File: src/rtl/fwd_pkg.sv
// Shared definitions for the forwarding and hazard unit.
// State encoding, default widths and the zero-register constant.
package fwd_pkg;
    typedef logic [0:0] state_t;

    localparam state_t RUN   = 1'b0;
    localparam state_t STALL = 1'b1;

    localparam int DEF_DATA_W     = 32;
    localparam int DEF_REG_ADDR_W = 5;
    localparam int ZERO_REG       = 0;
endpackage

File: src/rtl/fwd_hazard_unit_if.sv
// Operand-read bus between decode and the forwarding unit.
// The decode side drives requests, the unit returns operands and status.
interface fwd_hazard_unit_if
    import fwd_pkg::*;
#(
    parameter int DATA_W     = DEF_DATA_W,
    parameter int REG_ADDR_W = DEF_REG_ADDR_W,
    parameter int NUM_SRC    = 2,
    parameter int NUM_FWD    = 3,
    parameter int CNT_W      = 16
);
    logic                          id_valid;
    logic                          fwd_en;
    logic                          clr_cnt;
    logic [NUM_SRC*REG_ADDR_W-1:0] src_addr;
    logic [NUM_SRC-1:0]            src_used;
    logic [NUM_SRC*DATA_W-1:0]     rf_data;
    logic [NUM_FWD-1:0]            st_wb_en;
    logic [NUM_FWD*REG_ADDR_W-1:0] st_dest;
    logic [NUM_FWD*DATA_W-1:0]     st_data;
    logic [NUM_FWD-1:0]            st_data_vld;
    logic [NUM_SRC*DATA_W-1:0]     opnd;
    logic [NUM_SRC-1:0]            fwd_hit;
    logic                          stall;
    logic                          stall_start;
    logic [CNT_W-1:0]              stall_cycles;
    logic [CNT_W-1:0]              fwd_events;
    logic                          wd_err;

    modport master (
        output id_valid, fwd_en, clr_cnt, src_addr, src_used, rf_data,
        output st_wb_en, st_dest, st_data, st_data_vld,
        input  opnd, fwd_hit, stall, stall_start,
        input  stall_cycles, fwd_events, wd_err
    );

    modport slave (
        input  id_valid, fwd_en, clr_cnt, src_addr, src_used, rf_data,
        input  st_wb_en, st_dest, st_data, st_data_vld,
        output opnd, fwd_hit, stall, stall_start,
        output stall_cycles, fwd_events, wd_err
    );
endinterface

File: src/rtl/fwd_src_sel.sv
// Per-source priority matcher: youngest matching stage wins.
// Produces the resolved operand, a forward hit and a hazard flag.
module fwd_src_sel
    import fwd_pkg::*;
#(
    parameter int DATA_W     = DEF_DATA_W,
    parameter int REG_ADDR_W = DEF_REG_ADDR_W,
    parameter int NUM_FWD    = 3
) (
    input  logic                          fwd_en_i,
    input  logic                          used_i,
    input  logic [REG_ADDR_W-1:0]         addr_i,
    input  logic [DATA_W-1:0]             rf_data_i,
    input  logic [NUM_FWD-1:0]            st_wb_en_i,
    input  logic [NUM_FWD*REG_ADDR_W-1:0] st_dest_i,
    input  logic [NUM_FWD*DATA_W-1:0]     st_data_i,
    input  logic [NUM_FWD-1:0]            st_data_vld_i,
    output logic [DATA_W-1:0]             opnd_o,
    output logic                          hit_o,
    output logic                          hazard_o
);
    logic              found;
    logic              win_vld;
    logic [DATA_W-1:0] win_data;

    // Scan oldest to youngest so the youngest match is the last one kept
    always_comb begin
        found    = 1'b0;
        win_vld  = 1'b0;
        win_data = '0;
        for (int s = NUM_FWD - 1; s >= 0; s--) begin
            if (used_i && (addr_i != REG_ADDR_W'(ZERO_REG)) && st_wb_en_i[s] &&
                (st_dest_i[s*REG_ADDR_W +: REG_ADDR_W] == addr_i)) begin
                found    = 1'b1;
                win_vld  = st_data_vld_i[s];
                win_data = st_data_i[s*DATA_W +: DATA_W];
            end
        end
    end

    // Forward a ready winner; an unready winner or disabled forwarding is a hazard
    always_comb begin
        opnd_o   = rf_data_i;
        hit_o    = 1'b0;
        hazard_o = 1'b0;
        if (found) begin
            if (fwd_en_i && win_vld) begin
                opnd_o = win_data;
                hit_o  = 1'b1;
            end else begin
                hazard_o = 1'b1;
            end
        end
    end
endmodule

File: src/rtl/fwd_hazard_unit.sv
// Forwarding and hazard unit at decode/operand-read.
// Stall FSM with watchdog plus saturating stall/forward counters.
module fwd_hazard_unit
    import fwd_pkg::*;
#(
    parameter int DATA_W     = DEF_DATA_W,
    parameter int REG_ADDR_W = DEF_REG_ADDR_W,
    parameter int NUM_SRC    = 2,
    parameter int NUM_FWD    = 3,
    parameter int MAX_STALL  = 16,
    parameter int CNT_W      = 16
) (
    input  logic               clk,
    input  logic               rst_n,
    fwd_hazard_unit_if.slave   bus
);
    localparam int RUN_W = $clog2(MAX_STALL + 1);
    localparam logic [RUN_W-1:0] RUN_MAX = RUN_W'(MAX_STALL);
    localparam logic [CNT_W-1:0] CNT_MAX = '1;

    logic [NUM_SRC*DATA_W-1:0] opnd_w;
    logic [NUM_SRC-1:0]        hit_w;
    logic [NUM_SRC-1:0]        haz_w;
    logic                      stall_w;

    state_t           state_q, state_d;
    logic [RUN_W-1:0] run_q, run_d;
    logic             start_q, start_d;
    logic [CNT_W-1:0] sc_q, sc_d;
    logic [CNT_W-1:0] fe_q, fe_d;
    logic             wd_q, wd_d;

    for (genvar i = 0; i < NUM_SRC; i++) begin : g_src
        fwd_src_sel #(
            .DATA_W     (DATA_W),
            .REG_ADDR_W (REG_ADDR_W),
            .NUM_FWD    (NUM_FWD)
        ) u_sel (
            .fwd_en_i      (bus.fwd_en),
            .used_i        (bus.src_used[i]),
            .addr_i        (bus.src_addr[i*REG_ADDR_W +: REG_ADDR_W]),
            .rf_data_i     (bus.rf_data[i*DATA_W +: DATA_W]),
            .st_wb_en_i    (bus.st_wb_en),
            .st_dest_i     (bus.st_dest),
            .st_data_i     (bus.st_data),
            .st_data_vld_i (bus.st_data_vld),
            .opnd_o        (opnd_w[i*DATA_W +: DATA_W]),
            .hit_o         (hit_w[i]),
            .hazard_o      (haz_w[i])
        );
    end

    assign stall_w          = bus.id_valid & (|haz_w);
    assign bus.opnd         = opnd_w;
    assign bus.fwd_hit      = hit_w;
    assign bus.stall        = stall_w;
    assign bus.stall_start  = start_q;
    assign bus.stall_cycles = sc_q;
    assign bus.fwd_events   = fe_q;
    assign bus.wd_err       = wd_q;

    // Next state: FSM, consecutive-stall run length, watchdog and counters
    always_comb begin
        state_d = stall_w ? STALL : RUN;
        start_d = (state_q == RUN) && stall_w;
        run_d   = '0;
        if (stall_w) begin
            run_d = (run_q == RUN_MAX) ? run_q : run_q + RUN_W'(1);
        end
        sc_d = sc_q;
        fe_d = fe_q;
        wd_d = wd_q | (run_d == RUN_MAX);
        if (stall_w && (sc_q != CNT_MAX)) begin
            sc_d = sc_q + CNT_W'(1);
        end
        if (bus.id_valid && !stall_w && (|hit_w) && (fe_q != CNT_MAX)) begin
            fe_d = fe_q + CNT_W'(1);
        end
        if (bus.clr_cnt) begin
            sc_d = '0;
            fe_d = '0;
            wd_d = 1'b0;
        end
    end

    // State registers with asynchronous active-low reset
    always_ff @(posedge clk or negedge rst_n) begin
        if (!rst_n) begin
            state_q <= RUN;
            run_q   <= '0;
            start_q <= 1'b0;
            sc_q    <= '0;
            fe_q    <= '0;
            wd_q    <= 1'b0;
        end else begin
            state_q <= state_d;
            run_q   <= run_d;
            start_q <= start_d;
            sc_q    <= sc_d;
            fe_q    <= fe_d;
            wd_q    <= wd_d;
        end
    end
endmodule

File: src/flat_wrapper.sv
// flat-port wrapper written by rule: the top's interface ports become plain ports
module fwd_hazard_unit_flat import fwd_pkg::*;
#(
    parameter int DATA_W     = DEF_DATA_W,
    parameter int REG_ADDR_W = DEF_REG_ADDR_W,
    parameter int NUM_SRC    = 2,
    parameter int NUM_FWD    = 3,
    parameter int MAX_STALL  = 16,
    parameter int CNT_W      = 16
)
  (clk, rst_n, bus_id_valid, bus_fwd_en, bus_clr_cnt, bus_src_addr, bus_src_used, bus_rf_data, bus_st_wb_en, bus_st_dest, bus_st_data, bus_st_data_vld, bus_opnd, bus_fwd_hit, bus_stall, bus_stall_start, bus_stall_cycles, bus_fwd_events, bus_wd_err);
  fwd_hazard_unit_if #(.DATA_W(DATA_W), .REG_ADDR_W(REG_ADDR_W), .NUM_SRC(NUM_SRC), .NUM_FWD(NUM_FWD), .CNT_W(CNT_W)) bus_i ();
  input  logic clk;
  input  logic rst_n;
  input wire logic [$bits(bus_i.id_valid)-1:0] bus_id_valid;
  input wire logic [$bits(bus_i.fwd_en)-1:0] bus_fwd_en;
  input wire logic [$bits(bus_i.clr_cnt)-1:0] bus_clr_cnt;
  input wire logic [$bits(bus_i.src_addr)-1:0] bus_src_addr;
  input wire logic [$bits(bus_i.src_used)-1:0] bus_src_used;
  input wire logic [$bits(bus_i.rf_data)-1:0] bus_rf_data;
  input wire logic [$bits(bus_i.st_wb_en)-1:0] bus_st_wb_en;
  input wire logic [$bits(bus_i.st_dest)-1:0] bus_st_dest;
  input wire logic [$bits(bus_i.st_data)-1:0] bus_st_data;
  input wire logic [$bits(bus_i.st_data_vld)-1:0] bus_st_data_vld;
  output wire logic [$bits(bus_i.opnd)-1:0] bus_opnd;
  output wire logic [$bits(bus_i.fwd_hit)-1:0] bus_fwd_hit;
  output wire logic [$bits(bus_i.stall)-1:0] bus_stall;
  output wire logic [$bits(bus_i.stall_start)-1:0] bus_stall_start;
  output wire logic [$bits(bus_i.stall_cycles)-1:0] bus_stall_cycles;
  output wire logic [$bits(bus_i.fwd_events)-1:0] bus_fwd_events;
  output wire logic [$bits(bus_i.wd_err)-1:0] bus_wd_err;
  assign bus_i.id_valid = bus_id_valid;
  assign bus_i.fwd_en = bus_fwd_en;
  assign bus_i.clr_cnt = bus_clr_cnt;
  assign bus_i.src_addr = bus_src_addr;
  assign bus_i.src_used = bus_src_used;
  assign bus_i.rf_data = bus_rf_data;
  assign bus_i.st_wb_en = bus_st_wb_en;
  assign bus_i.st_dest = bus_st_dest;
  assign bus_i.st_data = bus_st_data;
  assign bus_i.st_data_vld = bus_st_data_vld;
  assign bus_opnd = bus_i.opnd;
  assign bus_fwd_hit = bus_i.fwd_hit;
  assign bus_stall = bus_i.stall;
  assign bus_stall_start = bus_i.stall_start;
  assign bus_stall_cycles = bus_i.stall_cycles;
  assign bus_fwd_events = bus_i.fwd_events;
  assign bus_wd_err = bus_i.wd_err;
  fwd_hazard_unit #(.DATA_W(DATA_W), .REG_ADDR_W(REG_ADDR_W), .NUM_SRC(NUM_SRC), .NUM_FWD(NUM_FWD), .MAX_STALL(MAX_STALL), .CNT_W(CNT_W)) u_core (.clk(clk), .rst_n(rst_n), .bus(bus_i));
endmodule
File: config.mk
export PLATFORM = sky130hd
export DESIGN_NAME = fwd_hazard_unit_flat
export DESIGN_NICKNAME = d
export VERILOG_FILES = /design/src/rtl/fwd_pkg.sv /design/src/rtl/fwd_hazard_unit_if.sv /design/src/rtl/fwd_src_sel.sv /design/src/rtl/fwd_hazard_unit.sv /design/src/flat_wrapper.sv
export SDC_FILE = /design/constraint.sdc
export NUM_CORES = 1
export LEC_CHECK = 0
export ABC_AREA = 1
export ABC_CLOCK_PERIOD_IN_PS = 3350
export BUFFER_PORTS_ARGS = -buffer_cell sky130_fd_sc_hd__buf_4
export CORE_AREA = 2 2 116 118
export DETAILED_ROUTE_END_ITERATION = 12
export DIE_AREA = 0 0 118 120
export PLACE_DENSITY_LB_ADDON = 0.2
export SLEW_MARGIN = 30
export SYNTH_ARGS = -nofsm -noshare
export SYNTH_HDL_FRONTEND = slang
export SYNTH_SLANG_ARGS = --single-unit
File: constraint.sdc
create_clock -name clk -period 3.35 [get_ports clk]
set_input_delay 0.335 -clock clk [delete_from_list [all_inputs] [get_ports clk]]
set_output_delay 0.335 -clock clk [all_outputs]
set_load 0.05 [all_outputs]
# Yosys cells after proc, flatten, opt, wreduce, memory -nomap -nowiden

Index checks and enable logic that the tools add are counted.

$add $sub $neg: 3
Equality and inequality tests: 10
Mux-type cells: 38
Bitwise operators: 3
Reduce and logical (&&, ||, !) cells: 28

Operators by type and width:

| kind                  | number |
|---|---|
| $mux 32               | 10 |
| $mux 16               | 4 |
| $add 16x1->16 const B | 2 |
| $ne 16x16->1 const B  | 2 |
| $eq 5x5->1            | 6 |
| $mux 1                | 22 |
| $logic_and 1x1->1     | 21 |
| $eq 5x5->1 const B    | 2 |
| $mux 5                | 2 |
| $reduce_bool 5->1     | 2 |
| $add 5x1->5 const B   | 1 |
| $reduce_bool 2->1     | 2 |
| $reduce_or 2->1       | 2 |
| $and 1x1->1           | 1 |
| $logic_not 1->1       | 1 |
| $not 1->1             | 1 |
| $or 1x1->1            | 1 |

Register bits after elaboration: 40
Input port bits: 198
Output and inout bits: 101
Word-level logic and storage cells: 88

# Longest topological paths before layout

Gate-level depths: netlist of run 1.

Depth in word-level cells: 18
Depth in mapped cells: 21
Depth with buffers taken out: 20

# By module

Synthesis of run 1 repeated with hierarchy kept, for this count alone.

Cells, all modules: 1256
Area, all modules: 6477.5 sq um

By module, submodules not included:

| module          | instances | cells an instance | area each (sq um) | sequential area each (sq um) |
|---|---|---|---|---|
| fwd_src_sel     | 2         | 455               | 1991.9            | 0.0 |
| fwd_hazard_unit | 1         | 346               | 2493.6            | 1001.0 |

# Worst setup path after synthesis of run 1

OpenSTA, ideal clock, no wires.

Path kind: in2out
Start point: input bus_src_addr[2]
End point: output bus_opnd[22]
Data arrival time: 2.566 ns
Data required time: 3.015 ns
Slack: 0.449 ns
Stages: 9
Buffers on the path: 2
Cells stage by stage: nor2_1 -> nand3_1 -> nand2_2 -> nor3_2 -> nand2_1 -> clkbuf_1 -> clkbuf_1 -> nor2_1 -> o31ai_1

Longest elaborated chain between the ends: 10
Elaborated cells on any way between the ends: 23
Classes of those cells: eq/ne: 3; mux: 11; reduce/logical: 9

RTL lines:

| item                            | RTL line           | RTL |
|---|---|---|
| start: declaration              | flat_wrapper.sv:18 | `input wire logic [$bits(bus_i.src_addr)-1:0] bus_src_addr;` |
| $reduce_bool 5->1               | fwd_src_sel.sv:32  | `if (used_i && (addr_i != REG_ADDR_W'(ZERO_REG)) && st_wb_en_i[s] &&` |
| $logic_and 1x1->1 (3 in series) | fwd_src_sel.sv:32  |  |
| $mux 1 (3 in series)            | fwd_src_sel.sv:32  |  |
| $logic_and 1x1->1               | fwd_src_sel.sv:47  | `if (fwd_en_i && win_vld) begin` |
| $mux 32                         | fwd_src_sel.sv:47  |  |
| $mux 32 *                       | fwd_src_sel.sv:46  | `if (found) begin` |
| end: declaration                | flat_wrapper.sv:25 | `output wire logic [$bits(bus_i.opnd)-1:0] bus_opnd;` |

Mark *: on every way between the ends. The rest lies on a longest branch, timed or not.

# Final worst setup path of run 1

Start point: input bus_src_addr[7]
End point: output bus_opnd[41]

Same word-level chain as after synthesis.

==> results.sh, run 1 <==
export IMPL_fill_cells=1318
export IMPL_yosys_area_top_type_share_pct=18.8
export IMPL_hold_viol_final=0
export IMPL_die_area_um2=14200
export IMPL_p_int_w=0.00108
export IMPL_coreArea_um2=13000
export IMPL_p_clk_share_pct=28.9
export IMPL_hp_class="input port to async pin"
export IMPL_drive_gt1_share_pct=32.0
export IMPL_leakagePower_nw=4.14
export IMPL_stdcell_area_um2=7830
export IMPL_avgRoutedWirePerCell_um=16.7
export IMPL_detail_route_antenna_nets=0
export IMPL_yosys_most_used_dff="dfrtp_1"
export IMPL_die_x_um=118
export IMPL_path_class="input port to output port"
export IMPL_syn_area_um2=5340
export IMPL_vias=7133
export IMPL_fin_crit_sh_pct=90.4
export IMPL_switching_power_w=0.000663
export IMPL_cp_arrival_ns=2.69
export IMPL_htree_levels=2
export IMPL_fp_row_count=42
export IMPL_vdd_ir_drop_max_uv=375
export IMPL_power_frac_comb_pct=42.4
export IMPL_synth_fp_nets=1118
export IMPL_grt_overflow_total=0
export IMPL_synth_top_area_cell="dfrtp_1"
export IMPL_clock_sinks=40
export IMPL_utilization_pct=60.3
export IMPL_grt_pass1_wl_mm=34.8
export IMPL_fp_dieH_um=120
export IMPL_postPlaceCellArea_um2=7670
export IMPL_finalCriticalPeriod_ns=3.03
export IMPL_power_density_nw_per_um2=222
export IMPL_dp_hpwl_mm=17.7
export IMPL_slew_violations=0
export IMPL_cap_violations=0
export IMPL_final_common_cell="buf_4"
export IMPL_cts_buffers=5
export IMPL_viasPerCell=5.24
export IMPL_start_util_pct=41.1
export IMPL_synth_area_leaders="dfrtp_1 (19%), nand2_1 (15%), inv_1 (9.2%), o22ai_1 (7.4%), o21ai_0 (6.8%)"
export IMPL_synth_warnings=0
export IMPL_pwr_share_seq_pct=28.7
export IMPL_synth_distinct_cells=37
export IMPL_path_clk_slew_ns=0.06
export IMPL_finalClockSkew_ns=0.00575
export IMPL_syn_avg_cell_area_um2=5.83
export IMPL_tns_ns=0
export IMPL_clk_latency_ns=0.29
export IMPL_antenna_cells=0
export IMPL_maxSlewHeadroom_pct=53.1
export IMPL_drc=0
export IMPL_rsz0062_at_grt="false"
export IMPL_fmax_ghz=0.330
export IMPL_drt_iter0_drc=524
export IMPL_clockBufferDepth=2
export IMPL_synth_edf_count=0
export IMPL_syn_inst=916
export IMPL_ctsResizeCount=0
export IMPL_fin_total_pwr_w=0.00174
export IMPL_gp_routability_congestion=0.994
export IMPL_area_delta_synth_final_pct=46.7
export IMPL_layout_common_cells="buf_4 (313), nand2_1 (219), inv_1 (130), nor2_1 (84), o21ai_0 (72)"
export IMPL_worst_pin_slew_ns=0.702
export IMPL_dr_pass1_iters=5
export IMPL_nNetsFinal=1387
export IMPL_track_usage_pct=30.8
export IMPL_setup_viol=0
export IMPL_cts_root_buf="clkbuf_16"
export IMPL_ctsHoldBuffers=0
export IMPL_post_cts_buffers=0
export IMPL_cts_tree="yes"
export IMPL_yosys_register_bits=40
export IMPL_grt_max_degree=48
export IMPL_p_sw_share_pct=38.1
export IMPL_crit_required_ns=3.01
export IMPL_drt_wl_total_mm=22.8
export IMPL_async_reset_ff_share_pct=100
export IMPL_io_pin_count=299
export IMPL_critPathLaunchType="input port"
export IMPL_antenna_found_initial=0
export IMPL_crit_fanout=19
export IMPL_grt_pass1_vias=6544
export IMPL_end_kind="output port"
export IMPL_portBuffers=298
export IMPL_status="finished clean"
export IMPL_yosysSeqAreaShare_pct=18.8
per-layer routing:
layer  vias to the layer above  GRT usage [%]  share of wire [%]
li1                       3550              -                  -
met1                      3212           38.0                 41
met2                       319           53.8                 49
met3                        52           4.61                6.3
met4                         0           12.5                3.6
met5                         -              0                  0
per-stage QoR:
| step | setup slack [ns] | hold slack [ns] | std cells |
|---|---|---|---|
| 6_report | 0.323 | 0.0244 | 1362 |
| 5_1_grt | 0.141 | 0.0592 | 1362 |
| 4_1_cts | 0.395 | 0.0376 | 1362 |
| 3_5_place_dp | 0.400 | 0.342 | 1354 |
| 3_3_place_gp | 0.383 | 0.343 | 1354 |
| 2_1_floorplan | 0.449 | 0.0394 | 916 |
cells by family (layout without fill, tap and decap cells):
kind of cell               Yosys count  in the layout  share of synthesized area (%)
adders and majority gates            4              4                          0.938
buffers and inverters              196            466                           15.0
and+or+nand+nor                    455            455                           39.0
AOI/OAI and AO/OA                  182            182                           19.9
xor gates and xnor gates            36             36                           5.91
DFF                                 40             40                           18.8
muxes                                3              3                          0.563
final cells by class:
type                    count  area, um^2  area share, %
clock buffers               6         139           1.77
clock inverters             2        15.0          0.192
inverters                 144         546           6.97
multi-input cells         680        3540           45.2
flip-flops and latches     40        1000           12.8
well taps                 176         220           2.81
repair buffers            314        2370           30.3
sequential cells by signal (all words and copies together) (netlist names):
| name | count |
|---|---|
| u_core.bus.fwd_events | 16 |
| u_core.run_q | 5 |
| u_core.state_q | 1 |
| u_core.bus.stall_cycles | 16 |
| u_core.bus.wd_err | 1 |
| u_core.bus.stall_start | 1 |
critical path: stages:
cell and delay, ns:
buf_4 0.11, inv_1 0.05, nand2_1 0.08, o21ai_0 0.09, nor4_1 0.30, nand4_1 0.42
buf_4 0.38, o22ai_1 0.16, mux2i_1 0.14, o21ai_0 0.34, buf_4 0.27
cells in the mapped netlist, types with 4 or more instances:
cell / n
xnor2_1: 7
nor2_1: 84
nand2_4: 4
a21oi_1: 6
buf_2: 9
o22ai_1: 63
nand2_1: 220
a31oi_1: 32
clkbuf_1: 34
dfrtp_1: 40
nand2_2: 15
nor3_1: 43
nand3_1: 48
inv_2: 11
o21ai_0: 72
nor4_1: 5
xor2_1: 29
inv_1: 131
nor3_2: 5
nand4_1: 13
nand3_2: 14
ha_1: 4
worst paths after layout:
kind / start / to / slack, ns / cells after the start
worst max-delay path: bus_src_addr[7] / bus_opnd[41] / 0.32 / 11
worst min-delay path: rst_n / u_core.bus.stall_cycles[12] / 0.02 / 1
worst max register to register: u_core.bus.stall_cycles[0] / u_core.bus.stall_cycles[15] / 1.11 / 11
worst min register to register: u_core.state_q / u_core.bus.stall_start / 0.40 / 1
max in group asynchronous: rst_n / u_core.bus.wd_err / 2.97 / 1
min in group clk: bus_clr_cnt / u_core.bus.wd_err / 0.35 / 2
power groups by stage:
stage / registers [W] / logic, W / clock network, W
2_1_floorplan: 0.000526 / 0.000369 / 0
3_3_place_gp: 0.000508 / 0.000734 / 0
3_5_place_dp: 0.000508 / 0.000733 / 0
4_1_cts: 0.000499 / 0.000735 / 0.000511
5_1_grt: 0.000501 / 0.000784 / 0.000527
6_report: 0.000499 / 0.000737 / 0.000503
Note: power is estimated with default switching activity, not from simulation.
==> inputs of run 2 (changes only) <==
--- a/config.mk
+++ b/config.mk
@@ -5,12 +5,11 @@
 export SDC_FILE = /design/constraint.sdc
 export NUM_CORES = 1
 export LEC_CHECK = 0
-export ABC_AREA = 1
 export ABC_CLOCK_PERIOD_IN_PS = 3350
 export BUFFER_PORTS_ARGS = -buffer_cell sky130_fd_sc_hd__buf_4
-export CORE_AREA = 2 2 116 118
+export CORE_AREA = 2 2 115 117
 export DETAILED_ROUTE_END_ITERATION = 12
-export DIE_AREA = 0 0 118 120
+export DIE_AREA = 0 0 117 119
 export PLACE_DENSITY_LB_ADDON = 0.2
 export SLEW_MARGIN = 30
 export SYNTH_ARGS = -nofsm -noshare
==> results.sh, run 2 <==
export IMPL_yosysSeqAreaShare_pct=21.2
export IMPL_slew_violations=0
export IMPL_area_delta_synth_final_pct=56.0
export IMPL_antenna_found_initial=2
export IMPL_power_density_nw_per_um2=220
export IMPL_finalClockSkew_ns=0.00306
export IMPL_slowest_delay_ns=0.53
export IMPL_syn_area_um2=4710
export IMPL_crit_start="bus_src_addr[0]"
export IMPL_synth_fp_nets=816
export IMPL_final_common_cell="buf_4"
export IMPL_async_reset_ff_share_pct=100
export IMPL_hold_viol_final=0
export IMPL_yosysMostFrequentCell="o21ai_0"
export IMPL_synth_top_area_cell="dfrtp_1"
export IMPL_cap_violations=0
export IMPL_portBuffers=298
export IMPL_track_usage_pct=27.8
export IMPL_fin_crit_sh_pct=94.7
export IMPL_status="finished clean"
export IMPL_die_x_um=117
export IMPL_grt_pass1_vias=5711
export IMPL_ys_top_cells_by_count="o21ai_0 (98), nand2_1 (61), a221o_1 (59)"
export IMPL_cp_arrival_ns=2.84
export IMPL_detail_route_antenna_nets=0
export IMPL_fin_ws_ns=0.178
export IMPL_end_kind="output port"
export IMPL_viasPerCell=5.71
export IMPL_fill_cells=1197
export IMPL_fp_dieH_um=119
export IMPL_start_util_pct=36.6
export IMPL_layout_common_cells="buf_4 (313), o21ai_0 (65), nand2_1 (61), a221o_1 (59), xnor2_1 (43)"
export IMPL_drive_gt1_share_pct=41.9
export IMPL_yosys_most_used_dff="dfrtp_1"
export IMPL_finalCriticalPeriod_ns=3.17
export IMPL_ctsHoldBuffers=0
export IMPL_tns_ns=0
export IMPL_cts_buffers=5
export IMPL_yosys_register_bits=40
export IMPL_maxSlewHeadroom_pct=49.2
export IMPL_yosys_area_top_type_share_pct=21.2
export IMPL_vdd_ir_drop_max_uv=233
export IMPL_pre_cts_slack_ns=0.0547
export IMPL_drt_wl_total_mm=21.0
export IMPL_worstPathCellList="buf_4, xnor2_1, nand3_1, nor4_1, a211oi_1, buf_4, nor2_4, buf_16, o211ai_1, o21ai_0, buf_4"
export IMPL_crit_fanout=32
export IMPL_rsz0062_at_grt="false"
export IMPL_crit_required_ns=3.01
export IMPL_cp_slowest_cell="nor4_1"
export IMPL_synth_distinct_cells=62
export IMPL_drc=0
export IMPL_register_area_um2=1000
export IMPL_path_clk_slew_ns=0.06
export IMPL_worst_pin_slew_ns=0.754
export IMPL_io_pin_count=299
export IMPL_path_buf_inv=4
export IMPL_drt_iter0_drc=628
export IMPL_die_area_um2=13900
export IMPL_gp_routability_congestion=1.02
export IMPL_multi_input_area_um2=3370
export IMPL_cts_root_buf="clkbuf_16"
export IMPL_dp_hpwl_mm=16.1
export IMPL_synth_area_leaders="dfrtp_1 (21%), a221o_1 (13%), o21ai_0 (10%), xnor2_1 (8.0%), nand2_1 (4.9%)"
export IMPL_setup_viol=0
export IMPL_nNetsFinal=1087
export IMPL_hp_class="input port to async pin"
export IMPL_critPathLaunchType="input port"
export IMPL_grt_overflow_total=0
export IMPL_coreArea_um2=12900
export IMPL_fp_row_count=42
export IMPL_cts_tree="yes"
export IMPL_leakagePower_nw=3.26
export IMPL_clockBufferDepth=2
export IMPL_grt_max_degree=77
export IMPL_vias=6084
export IMPL_clk_latency_ns=0.29
export IMPL_post_cts_buffers=0
export IMPL_path_class="input port to output port"
export IMPL_clock_sinks=40
export IMPL_r2r_start="u_core.bus.stall_cycles[3]"
export IMPL_dr_pass1_iters=7
export IMPL_fmax_ghz=0.315
export IMPL_synth_warnings=0
export IMPL_syn_avg_cell_area_um2=7.67
export IMPL_grt_pass1_wl_mm=30.6
export IMPL_avgRoutedWirePerCell_um=19.7
export IMPL_crit_top_cell="buf_4"
export IMPL_htree_levels=2
export IMPL_crit_family="simple AND/OR/NAND/NOR gates"
export IMPL_syn_inst=614
export IMPL_synth_edf_count=0
[run 2: cell types whose count changed after synthesis, sizes merged, moves of 25 or more]
cell / delta
o22ai: -63
nand2: -178
a221o: +59
nor2: -52
nand3: -48
nor3: -42
xnor2: +36
o211ai: +25
o21ai: +26
xor2: -27
inv: -104
a31oi: -30
[run 2: report_power, final]
| part | leakage [nW] | switching, W | internal [W] |
|---|---|---|---|
| registers | 0.559 | 0.00000135 | 0.000485 |
| logic | 2.64 | 0.000368 | 0.000282 |
| clock network | 0.0660 | 0.000206 | 0.000277 |
| total | 3.26 | 0.000574 | 0.00104 |
[run 2: layout make-up]
class	instances	share of cell area (%)
multi-input cells	480	45.9
inverters	40	2.04
flip-flops and latches	40	13.6
clock buffers	5	1.70
well taps	176	3.00
repair buffers	318	33.3
clock inverters	3	0.324
diodes	3	0.102
[run 2: through the flow]
step                      cell area [um^2]  total power (W)  std cells  util, %  hold WS (ns)
after floorplan                       4710         0.000801        614        -        0.0394
after global placement                7150          0.00113       1052     55.5         0.341
after detailed placement              7170          0.00114       1053     55.7         0.343
after CTS                             7320          0.00162       1061     56.9        0.0386
after global routing                  7340          0.00168       1062     57.0        0.0585
final                                 7350          0.00162       1065     57.1        0.0266
[run 2: cell families (layout without fill, tap and decap cells)]
family | count (synthesis) | in the layout | share of synthesized area, %
compound gates | 239 | 239 | 37.7
simple gates | 176 | 177 | 19.7
buf+inv | 95 | 366 | 8.45
flops | 40 | 40 | 21.2
mux | 15 | 15 | 3.48
xor+xnor | 45 | 45 | 8.37
other cells | 0 | 3 | 0
fa+ha+maj | 4 | 4 | 1.06
[run 2: repair_timing]
| item | CTS | global route |
|---|---|---|
| endpoints found under the hold margin | 0 | 0 |
| resized for setup | 0 | 2 |
| endpoints found under the setup margin | 0 | 7 |
[run 2: path summary, 6_finish.rpt]
check | to | slack, ns | cells after the start
worst min register to register | u_core.bus.stall_start | 0.39 | 1
worst max-delay path | bus_opnd[5] | 0.18 | 11
worst max register to register | u_core.bus.stall_cycles[5] | 0.58 | 8
min in group clk | u_core.bus.stall_start | 0.39 | 1
max in group asynchronous | u_core.bus.fwd_events[9] | 2.97 | 1
worst min-delay path | u_core.run_q[0] | 0.03 | 1
[run 2: layer usage]
metal | part of all wire, % | GRT usage (%) | wire length (um) | vias to the layer above
met3 | 9.4 | 5.70 | 1980 | 33
met4 | 2.7 | 8.24 | 566 | 0
met5 | 0 | 0 | 0 | -
met1 | 41 | 36.6 | 8530 | 2870
li1 | - | - | - | 2874
met2 | 47 | 45.8 | 9930 | 307
